## config.mk

```make
export PLATFORM = sky130hd
export DESIGN_NAME = cdd_sector_seq_flat
export DESIGN_NICKNAME = d
export VERILOG_FILES = /design/src/rtl/cdd_sector_seq_if.sv /design/src/rtl/cdd_sector_seq.sv /design/src/flat_wrapper.sv
export SDC_FILE = /design/constraint.sdc
export NUM_CORES = 1
export LEC_CHECK = 0
export CAP_MARGIN = 20
export CORE_MARGIN = 3
export CORE_UTILIZATION = 40
export CTS_BUF_LIST = sky130_fd_sc_hd__clkbuf_4
export CTS_CLUSTER_SIZE = 12
export DETAILED_ROUTE_END_ITERATION = 8
export PLACE_DENSITY = 0.65
export SLEW_MARGIN = 0
export SYNTH_ARGS = -nofsm -noshare
export SYNTH_HDL_FRONTEND = slang
export SYNTH_SLANG_ARGS = --single-unit
```

## constraint.sdc

```tcl
create_clock -name CLK -period 5.61 [get_ports CLK]
set_clock_uncertainty 0.2 [all_clocks]
set_input_delay 0.8415 -clock CLK [delete_from_list [all_inputs] [get_ports CLK]]
set_output_delay 0.8415 -clock CLK [all_outputs]
set_load 0.01 [all_outputs]
```

## src/rtl/cdd_sector_seq_if.sv

```systemverilog
// Word-source, DMA handshake and status bundle of the CD-drive sector sequencer.
// The slave side is the sequencer; the master side is its surroundings.
interface cdd_sector_seq_if;
    logic        CE;
    logic        EN;
    logic        WORD_VALID;
    logic [15:0] WORD_DI;
    logic        WORD_RD;
    logic        DACK;
    logic        DREQ_N;
    logic [15:0] DATA_DO;
    logic [31:0] HEADER;
    logic        SYNCED;
    logic        SECT_IRQ;
    logic        SYNC_ERR;
    logic [7:0]  SECT_CNT;

    modport master (
        output CE, EN, WORD_VALID, WORD_DI, DACK,
        input  WORD_RD, DREQ_N, DATA_DO, HEADER, SYNCED, SECT_IRQ, SYNC_ERR, SECT_CNT
    );

    modport slave (
        input  CE, EN, WORD_VALID, WORD_DI, DACK,
        output WORD_RD, DREQ_N, DATA_DO, HEADER, SYNCED, SECT_IRQ, SYNC_ERR, SECT_CNT
    );
endinterface

```

## src/rtl/cdd_sector_seq.sv

```systemverilog
// CD-drive sector sequencer: hunts the sync pattern, frames raw sectors, captures the
// header and hands each remaining word to DMA channel 0 over a DREQ/DACK handshake.
module cdd_sector_seq #(
    parameter int SECTOR_WORDS = 1176,
    parameter int SYNC_WORDS   = 6
) (
    input  logic            CLK,
    input  logic            RST_N,
    cdd_sector_seq_if.slave bus
);
    localparam int WIW = $clog2(SECTOR_WORDS);
    localparam int SIW = $clog2(SYNC_WORDS + 1);
    localparam logic [WIW-1:0] WI_LAST = WIW'(SECTOR_WORDS - 1);
    localparam logic [WIW-1:0] WI_HDR0 = WIW'(SYNC_WORDS);
    localparam logic [WIW-1:0] WI_HDR1 = WIW'(SYNC_WORDS + 1);
    localparam logic [SIW-1:0] SI_LAST = SIW'(SYNC_WORDS - 1);

    typedef enum logic [1:0] {HUNT, FETCH, XFER, CHECK} state_t;

    function automatic logic [15:0] sync_word(input logic [SIW-1:0] idx);
        if (idx == '0)
            return 16'h00FF;
        else if (idx == SI_LAST)
            return 16'hFF00;
        else
            return 16'hFFFF;
    endfunction

    state_t           state_reg, state_next;
    logic [SIW-1:0]   si_reg, si_next;
    logic [WIW-1:0]   wi_reg, wi_next;
    logic             dreq_n_reg, dreq_n_next;
    logic [15:0]      data_reg, data_next;
    logic [31:0]      header_reg, header_next;
    logic             synced_reg, synced_next;
    logic             irq_reg, irq_next;
    logic             err_reg, err_next;
    logic [7:0]       cnt_reg, cnt_next;
    logic             dack_reg, dack_next;
    logic             word_rd;
    logic             step;
    logic             sync_hit;

    always_ff @(posedge CLK or negedge RST_N) begin
        if (!RST_N) begin
            state_reg  <= HUNT;
            si_reg     <= '0;
            wi_reg     <= '0;
            dreq_n_reg <= 1'b1;
            data_reg   <= '0;
            header_reg <= '0;
            synced_reg <= 1'b0;
            irq_reg    <= 1'b0;
            err_reg    <= 1'b0;
            cnt_reg    <= '0;
            dack_reg   <= 1'b0;
        end else begin
            state_reg  <= state_next;
            si_reg     <= si_next;
            wi_reg     <= wi_next;
            dreq_n_reg <= dreq_n_next;
            data_reg   <= data_next;
            header_reg <= header_next;
            synced_reg <= synced_next;
            irq_reg    <= irq_next;
            err_reg    <= err_next;
            cnt_reg    <= cnt_next;
            dack_reg   <= dack_next;
        end
    end

    always_comb begin
        state_next  = state_reg;
        si_next     = si_reg;
        wi_next     = wi_reg;
        dreq_n_next = dreq_n_reg;
        data_next   = data_reg;
        header_next = header_reg;
        synced_next = synced_reg;
        irq_next    = 1'b0;
        err_next    = 1'b0;
        cnt_next    = cnt_reg;
        dack_next   = dack_reg;
        step        = 1'b0;
        sync_hit    = (bus.WORD_DI == sync_word(si_reg));

        if (bus.CE)
            dack_next = bus.DACK;

        case (state_reg)
            HUNT: begin
                if (word_rd) begin
                    if (sync_hit) begin
                        if (si_reg == SI_LAST) begin
                            synced_next = 1'b1;
                            wi_next     = WI_HDR0;
                            si_next     = '0;
                            state_next  = FETCH;
                        end else begin
                            si_next = si_reg + SIW'(1);
                        end
                    end else begin
                        // 00FF can only ever begin the pattern, so it is the sole restart point
                        si_next = (bus.WORD_DI == 16'h00FF) ? SIW'(1) : '0;
                    end
                end
            end
            FETCH: begin
                if (word_rd) begin
                    data_next = bus.WORD_DI;
                    if (wi_reg == WI_HDR0)
                        header_next[31:16] = bus.WORD_DI;
                    if (wi_reg == WI_HDR1)
                        header_next[15:0] = bus.WORD_DI;
                    if (bus.EN) begin
                        dreq_n_next = 1'b0;
                        state_next  = XFER;
                    end else begin
                        step = 1'b1;
                    end
                end
            end
            XFER: begin
                if (bus.CE && (!bus.EN || (bus.DACK && !dack_reg))) begin
                    dreq_n_next = 1'b1;
                    step        = 1'b1;
                end
            end
            CHECK: begin
                if (word_rd) begin
                    if (sync_hit) begin
                        if (si_reg == SI_LAST) begin
                            wi_next    = WI_HDR0;
                            si_next    = '0;
                            state_next = FETCH;
                        end else begin
                            si_next = si_reg + SIW'(1);
                        end
                    end else begin
                        err_next    = 1'b1;
                        synced_next = 1'b0;
                        si_next     = '0;
                        state_next  = HUNT;
                    end
                end
            end
            default: state_next = HUNT;
        endcase

        // A word has been handed over or dropped: advance framing
        if (step) begin
            if (wi_reg == WI_LAST) begin
                irq_next   = 1'b1;
                cnt_next   = cnt_reg + 8'd1;
                wi_next    = '0;
                si_next    = '0;
                state_next = CHECK;
            end else begin
                wi_next    = wi_reg + WIW'(1);
                state_next = FETCH;
            end
        end
    end

    always_comb begin
        word_rd = RST_N && bus.CE && bus.WORD_VALID && (state_reg != XFER);
    end

    assign bus.WORD_RD  = word_rd;
    assign bus.DREQ_N   = dreq_n_reg;
    assign bus.DATA_DO  = data_reg;
    assign bus.HEADER   = header_reg;
    assign bus.SYNCED   = synced_reg;
    assign bus.SECT_IRQ = irq_reg;
    assign bus.SYNC_ERR = err_reg;
    assign bus.SECT_CNT = cnt_reg;
endmodule

```

## src/flat_wrapper.sv

```systemverilog
// flat-port wrapper written by rule: the top's interface ports become plain ports
module cdd_sector_seq_flat 
#(
    parameter int SECTOR_WORDS = 1176,
    parameter int SYNC_WORDS   = 6
)
  (CLK, RST_N, bus_CE, bus_EN, bus_WORD_VALID, bus_WORD_DI, bus_DACK, bus_WORD_RD, bus_DREQ_N, bus_DATA_DO, bus_HEADER, bus_SYNCED, bus_SECT_IRQ, bus_SYNC_ERR, bus_SECT_CNT);
  cdd_sector_seq_if bus_i ();
  input  logic CLK;
  input  logic RST_N;
  input wire logic [$bits(bus_i.CE)-1:0] bus_CE;
  input wire logic [$bits(bus_i.EN)-1:0] bus_EN;
  input wire logic [$bits(bus_i.WORD_VALID)-1:0] bus_WORD_VALID;
  input wire logic [$bits(bus_i.WORD_DI)-1:0] bus_WORD_DI;
  input wire logic [$bits(bus_i.DACK)-1:0] bus_DACK;
  output wire logic [$bits(bus_i.WORD_RD)-1:0] bus_WORD_RD;
  output wire logic [$bits(bus_i.DREQ_N)-1:0] bus_DREQ_N;
  output wire logic [$bits(bus_i.DATA_DO)-1:0] bus_DATA_DO;
  output wire logic [$bits(bus_i.HEADER)-1:0] bus_HEADER;
  output wire logic [$bits(bus_i.SYNCED)-1:0] bus_SYNCED;
  output wire logic [$bits(bus_i.SECT_IRQ)-1:0] bus_SECT_IRQ;
  output wire logic [$bits(bus_i.SYNC_ERR)-1:0] bus_SYNC_ERR;
  output wire logic [$bits(bus_i.SECT_CNT)-1:0] bus_SECT_CNT;
  assign bus_i.CE = bus_CE;
  assign bus_i.EN = bus_EN;
  assign bus_i.WORD_VALID = bus_WORD_VALID;
  assign bus_i.WORD_DI = bus_WORD_DI;
  assign bus_i.DACK = bus_DACK;
  assign bus_WORD_RD = bus_i.WORD_RD;
  assign bus_DREQ_N = bus_i.DREQ_N;
  assign bus_DATA_DO = bus_i.DATA_DO;
  assign bus_HEADER = bus_i.HEADER;
  assign bus_SYNCED = bus_i.SYNCED;
  assign bus_SECT_IRQ = bus_i.SECT_IRQ;
  assign bus_SYNC_ERR = bus_i.SYNC_ERR;
  assign bus_SECT_CNT = bus_i.SECT_CNT;
  cdd_sector_seq #(.SECTOR_WORDS(SECTOR_WORDS), .SYNC_WORDS(SYNC_WORDS)) u_core (.CLK(CLK), .RST_N(RST_N), .bus(bus_i));
endmodule
```

[After elaboration in Yosys (flattened, before gate mapping)]
Cells that the tools add are included.
Word-level totals
  flip-flop bits (word level): 77
  input bits: 22
  output and inout bits: 61
  logic and storage cells: 110
Cells by class
  add/subtract/negate cells: 3
  equal/unequal tests: 23
  muxes and demuxes: 46
  reductions and logical operators: 26
Operators by type and width (count)
  two-way mux 11 bit: 6
  == test 11 x 3 -> 1 bit, second input constant: 2
  two-way mux 3 bit: 7
  two-way mux 2 bit: 9
  two-way mux 1 bit: 17
  == test 16 bit: 1
  == test 16 x 8 -> 1 bit, second input constant: 1
  two-way mux 16 bit: 1
  != test 2 bit, second input constant: 6
  != test 3 x 2 -> 1 bit, second input constant: 4
  AND reduction 6 bit: 2
  nonzero test 2 bit: 6
  adder 11 x 1 -> 11 bit, second input constant: 1
  == test 11 bit, second input constant: 1
  adder 8 x 1 -> 8 bit, second input constant: 1
  two-way mux 8 bit: 1
  AND reduction 4 bit: 2
  != test 2 x 1 -> 1 bit, second input constant: 3
  one-hot mux 1 bit (2 select lines): 3
  one-hot mux 2 bit (3 select lines): 1
  one-hot mux 3 bit (2 select lines): 1
  AND reduction 3 bit: 2
  logical AND 1 bit: 5
  == test 2 bit, second input constant: 2
  other kinds (11): 13

[Depth between registers and ports, before layout]
  depth in word-level cells: 9
  mapped depth: 9
  depth with buffers taken out: 9

[Least setup slack after synthesis]
Ideal clock, no wire load.
  path kind: in2reg
  start: input bus_CE
  end: register u_core.header_reg[10] (netlist: u_core.bus.HEADER[10])
  setup time: 125 ps
  data arrival time: 2468 ps
  data required time: 5285 ps
  path slack: 2817 ps
  stages: 7
  buffers on the path: 1
  cells stage by stage: nand4b_1 > clkinv_1 > nand2_1 > nor4_1 > nand3_1 > buf_2 > mux2_2
On the way
  longest elaborated chain between the ends: 4
RTL lines
  start, declared: line flat_wrapper.sv:11  | input wire logic [$bits(bus_i.CE)-1:0] bus_CE;
  logical AND 1 bit (3 in series): line cdd_sector_seq.sv:166  | word_rd = RST_N && bus.CE && bus.WORD_VALID && (state_reg != XFER);
  named net bus_WORD_RD: line flat_wrapper.sv:16  | output wire logic [$bits(bus_i.WORD_RD)-1:0] bus_WORD_RD;
  AND reduction 3 bit (no source line)
  end signal, assigned: line cdd_sector_seq.sv:63  | header_reg <= header_next;
  end, declared: line cdd_sector_seq.sv:34  | logic [31:0] header_reg, header_next;
The timed path passes the listed nets, and every way through them passes these cells.
A chain may end at the register's enable or synchronous reset.

[Worst setup path in the final report]
  start: input bus_CE
  end: register u_core.header_reg[25] (netlist: u_core.bus.HEADER[25])
On the way
  longest elaborated chain between the ends: 4
RTL lines (line)
  logical AND 1 bit (3 in series): cdd_sector_seq.sv:166
  AND reduction 3 bit (no source line)
Every way passes these cells.

==> impl_metrics.env <==
export IMPL_worst_endpoint_required_ps=5730
export IMPL_top_library_cells_by_usage_in_the_layout_fill_and_taps_aside="sky130_fd_sc_hd__clkdlybuf4s50_1, sky130_fd_sc_hd__dfrtp_1, sky130_fd_sc_hd__mux2_2, sky130_fd_sc_hd__o21ai_0, sky130_fd_sc_hd__nand2_1"
export IMPL_pint_mw=1.095
export IMPL_final_max_slew_viol_count=0
export IMPL_p_leak_nw=2.098
export IMPL_synthesis_yosys_warnings=0
export IMPL_crit_reg2reg_launch="u_core.state_reg[0]"
export IMPL_cts_resized=0
export IMPL_gr_usage_all_layers=0.1717
export IMPL_numCtsBuffers=9
export IMPL_count_of_maximum_capacitance_violations=0
export IMPL_chipWidth_um=99.84
export IMPL_die_footprint_um2=9967
export IMPL_startpoint_type="input pin"
export IMPL_firstDrtPassIters=4
export IMPL_worst_slew_pin_slew_ps=951.3
export IMPL_synth_top_area_share=0.5400
export IMPL_final_layout_size_suffix_gt1_frac=0.1893
export IMPL_initial_antenna_violation_count=1
export IMPL_hold_path_cell_count=2
export IMPL_num_antenna_cells=0
export IMPL_timing_critical_path_arrival_ps=3650
export IMPL_power_net_switching_mw=0.5481
export IMPL_timing_reg2reg_worst_path_depth=9
export IMPL_dp_hpwl_um=5674
export IMPL_timing_critical_path_slowest_cell_delay_ps=670
export IMPL_cts_sinks=77
export IMPL_setup_viol_count_final=0
export IMPL_synth_net_count=329
export IMPL_reg2reg_slack_ps=2120
export IMPL_rr_endpoint="u_core.bus.HEADER[25]"
export IMPL_layout_min_cycle_time_ps=3537
export IMPL_gpl_final_weighted_congestion=0.8513
export IMPL_critPathSlowestCell="sky130_fd_sc_hd__nand3_1"
export IMPL_drtAntennaViolNets=0
export IMPL_postCtsHoldBufs=0
export IMPL_nNetsFinal=417
export IMPL_mean_instance_size_in_the_synthesized_netlist_um2=11.82
export IMPL_syn_cell_area_um2=3522
export IMPL_clk_root_buffer_cell="sky130_fd_sc_hd__clkbuf_4"
export IMPL_synthesis_instances=298
export IMPL_grt_overflow_total=0
export IMPL_yosys_top_cells_area="sky130_fd_sc_hd__dfrtp_1, sky130_fd_sc_hd__mux2_2, sky130_fd_sc_hd__ha_1"
export IMPL_detail_route_drc_violations=0
export IMPL_route_detailed_vias_per_inst=5.355
export IMPL_floorplan_core_area_um2=8382
export IMPL_num_fill_cells=768
export IMPL_detail_route_wl_per_cell_um=16.00
export IMPL_drt_first_iter_violations=79
export IMPL_clock_insertion_delay_worst_skew_ps=420
export IMPL_postCtsSetupRepairBufs=0
export IMPL_post_place_ws_ps=1623
export IMPL_cts_path_max_buffers=2
export IMPL_crit_path_category="input pin to flop"
export IMPL_timing_critical_path_max_delay_family="simple AND/OR/NAND/NOR gates"
export IMPL_timing_setup_tns_ps=0
export IMPL_first_pass_grt_wire_length_um=13540
export IMPL_first_global_vias=2705
export IMPL_synth_seq_area_share=0.5474
export IMPL_htree_num_levels=3
export IMPL_final_count_of_hold_timing_violations=0
export IMPL_hold_start="u_core.bus.DREQ_N"
export IMPL_rsz0062_at_grt="no"
export IMPL_synth_cell_type_count=44
export IMPL_postSynthRegisterBits=77
export IMPL_vdd_ir_drop_worst_v=0.0002126
export IMPL_floorplan_initialDensity=0.4202
export IMPL_achievable_frequency_mhz=282.7
export IMPL_vias=2656
export IMPL_row_count=33
export IMPL_switching_share_of_power=0.3335
export IMPL_timing_critical_path_cells="clkdlybuf4s50_1, nand4b_1, clkinv_1, nand2_1, buf_4, nor4_1, nand3_1, mux2_2"
export IMPL_worstPathBufferInverterCount=3
export IMPL_p_clk_frac=0.224
export IMPL_synth_largest_area_cell="sky130_fd_sc_hd__dfrtp_1"
export IMPL_comb_power_share=0.329
export IMPL_largest_fanout_of_any_net_on_the_critical_path=17
export IMPL_power_density_nw_per_um2=356.3
export IMPL_finalCritPeriodShare=0.6306
export IMPL_areaGrowthSynthToFinish_pct=30.94
export IMPL_clkTransAtPathRegs_ps=130
export IMPL_sink_of_the_worst_hold_path="u_core.bus.DREQ_N"
export IMPL_finalWirelength_um=7938
export IMPL_outcome="completed"
export IMPL_layout_cells_most_common="sky130_fd_sc_hd__clkdlybuf4s50_1"
export IMPL_design_portCount=83
export IMPL_slew_headroom=0.3658
export IMPL_max_ffs_per_register=32
export IMPL_numPortBuffers=82
export IMPL_timing_final_ws_setup_ps=2073
export IMPL_crit_path_end_kind="flop"
export IMPL_chipHeight_um=99.84
export IMPL_cts_tree="yes"
export IMPL_maximum_number_of_pins_on_one_net_before_global_route_repair=78
export IMPL_power_frac_seq=0.448
export IMPL_hold_path_class="flop to flop"
==> worst max path at each step <==
stage               cells after the start           startpoint                     to  slack (ps)
global route                            9  u_core.state_reg[0]  u_core.bus.HEADER[25]        1760
CTS                                     8               bus_CE  u_core.bus.HEADER[20]        2050
floorplan                               7               bus_CE  u_core.bus.HEADER[10]        2820
finish                                  8               bus_CE  u_core.bus.HEADER[25]        2070
detailed placement                      8               bus_CE  u_core.bus.HEADER[19]        1620
global placement                        8               bus_CE  u_core.bus.HEADER[27]        1690
==> cell type report <==
type,count,area (um^2),area share
clock inverters,7,87.58,0.01899
repair buffers,85,840.8,0.1823
clock buffers,9,67.56,0.01465
inverters,8,30.03,0.006511
well taps,105,131.4,0.02849
flip-flops and latches,77,1928,0.4181
multi-input cells,205,1526,0.3310
==> per-stage QoR <==
step                power [mW]  area, um^2  cells  utilization  hold WS (ps)
CTS                      1.658        4604    495       0.5493         276.3
detailed placement       1.284        4449    479       0.5308         257.0
floorplan                1.018        3522    298            -         256.8
global route             1.756        4612    496       0.5502         297.5
finish                   1.643        4612    496       0.5502         271.2
global placement         1.282        4449    479       0.5308         252.3
==> worst reg2reg max path: cells and delay by family, from the launching register on <==
kind          cells  cell delay, ps
mux               1             520
buf+inv           3             570
flops             1             480
fa+ha+maj         1             230
simple gates      4            1390
==> routing by layer <==
metal	GRT usage	vias up	part of all wire
li1	-	1275	-
met4	0.03571	2	0.0077
met3	0.09312	9	0.10
met1	0.2246	1289	0.44
met2	0.2530	81	0.44
met5	0	-	0.00088
==> logic make-up after synthesis <==
| group | count (synthesis) | synth area share |
|---|---|---|
| muxes | 51 | 0.1627 |
| and+or+nand+nor | 88 | 0.1329 |
| adders and majority gates | 9 | 0.03197 |
| DFF | 77 | 0.5474 |
| buffers and inverters | 16 | 0.01918 |
| AOI/OAI and AO/OA | 50 | 0.08846 |
| xor gates and xnor gates | 7 | 0.01741 |
==> synthesized netlist by cell type <==
| library cell | instances |
|---|---|
| sky130_fd_sc_hd__a32o_1 | 1 |
| sky130_fd_sc_hd__dfrtp_1 | 76 |
| sky130_fd_sc_hd__xor2_1 | 4 |
| sky130_fd_sc_hd__nand3b_1 | 1 |
| sky130_fd_sc_hd__or3_1 | 4 |
| sky130_fd_sc_hd__a21o_1 | 1 |
| sky130_fd_sc_hd__nor3_2 | 1 |
| sky130_fd_sc_hd__nor3_1 | 3 |
| sky130_fd_sc_hd__mux2i_1 | 1 |
| sky130_fd_sc_hd__nor4_1 | 1 |
| sky130_fd_sc_hd__a311oi_1 | 1 |
| sky130_fd_sc_hd__clkbuf_1 | 4 |
| sky130_fd_sc_hd__a211o_1 | 1 |
| sky130_fd_sc_hd__o221ai_1 | 1 |
| sky130_fd_sc_hd__nor2b_1 | 3 |
| sky130_fd_sc_hd__clkinv_1 | 1 |
| sky130_fd_sc_hd__or4_1 | 6 |
| sky130_fd_sc_hd__o31ai_1 | 5 |
| sky130_fd_sc_hd__o21ai_0 | 21 |
| sky130_fd_sc_hd__dfstp_2 | 1 |
| sky130_fd_sc_hd__and3_1 | 7 |
| sky130_fd_sc_hd__mux2_2 | 50 |
| sky130_fd_sc_hd__and2_1 | 1 |
| sky130_fd_sc_hd__o41ai_1 | 1 |
| sky130_fd_sc_hd__inv_1 | 7 |
| sky130_fd_sc_hd__and3b_1 | 1 |
| sky130_fd_sc_hd__nand4b_1 | 1 |
| sky130_fd_sc_hd__o211ai_1 | 3 |
| sky130_fd_sc_hd__or4b_4 | 1 |
| sky130_fd_sc_hd__xnor2_1 | 3 |
| sky130_fd_sc_hd__o21a_1 | 1 |
| sky130_fd_sc_hd__nor2_1 | 17 |
| sky130_fd_sc_hd__buf_4 | 1 |
| sky130_fd_sc_hd__buf_2 | 3 |
| sky130_fd_sc_hd__nand3_1 | 9 |
| sky130_fd_sc_hd__ha_1 | 9 |
| sky130_fd_sc_hd__nand2_1 | 20 |
| sky130_fd_sc_hd__nand4_1 | 11 |
| sky130_fd_sc_hd__nand2b_1 | 1 |
| sky130_fd_sc_hd__a31oi_1 | 3 |
| sky130_fd_sc_hd__o21bai_1 | 1 |
| sky130_fd_sc_hd__o22ai_1 | 2 |
| sky130_fd_sc_hd__a21oi_1 | 7 |
| sky130_fd_sc_hd__a211oi_2 | 1 |
==> power by group through the flow <==
stage | Clock [mW] | Sequential (mW) | Combinational [mW]
2_1_floorplan | 0 | 0.768 | 0.250
3_3_place_gp | 0 | 0.744 | 0.537
3_5_place_dp | 0 | 0.746 | 0.539
4_1_cts | 0.380 | 0.736 | 0.542
5_1_grt | 0.406 | 0.753 | 0.597
6_report | 0.368 | 0.735 | 0.540
Note: power is estimated with default switching activity, not from simulation.
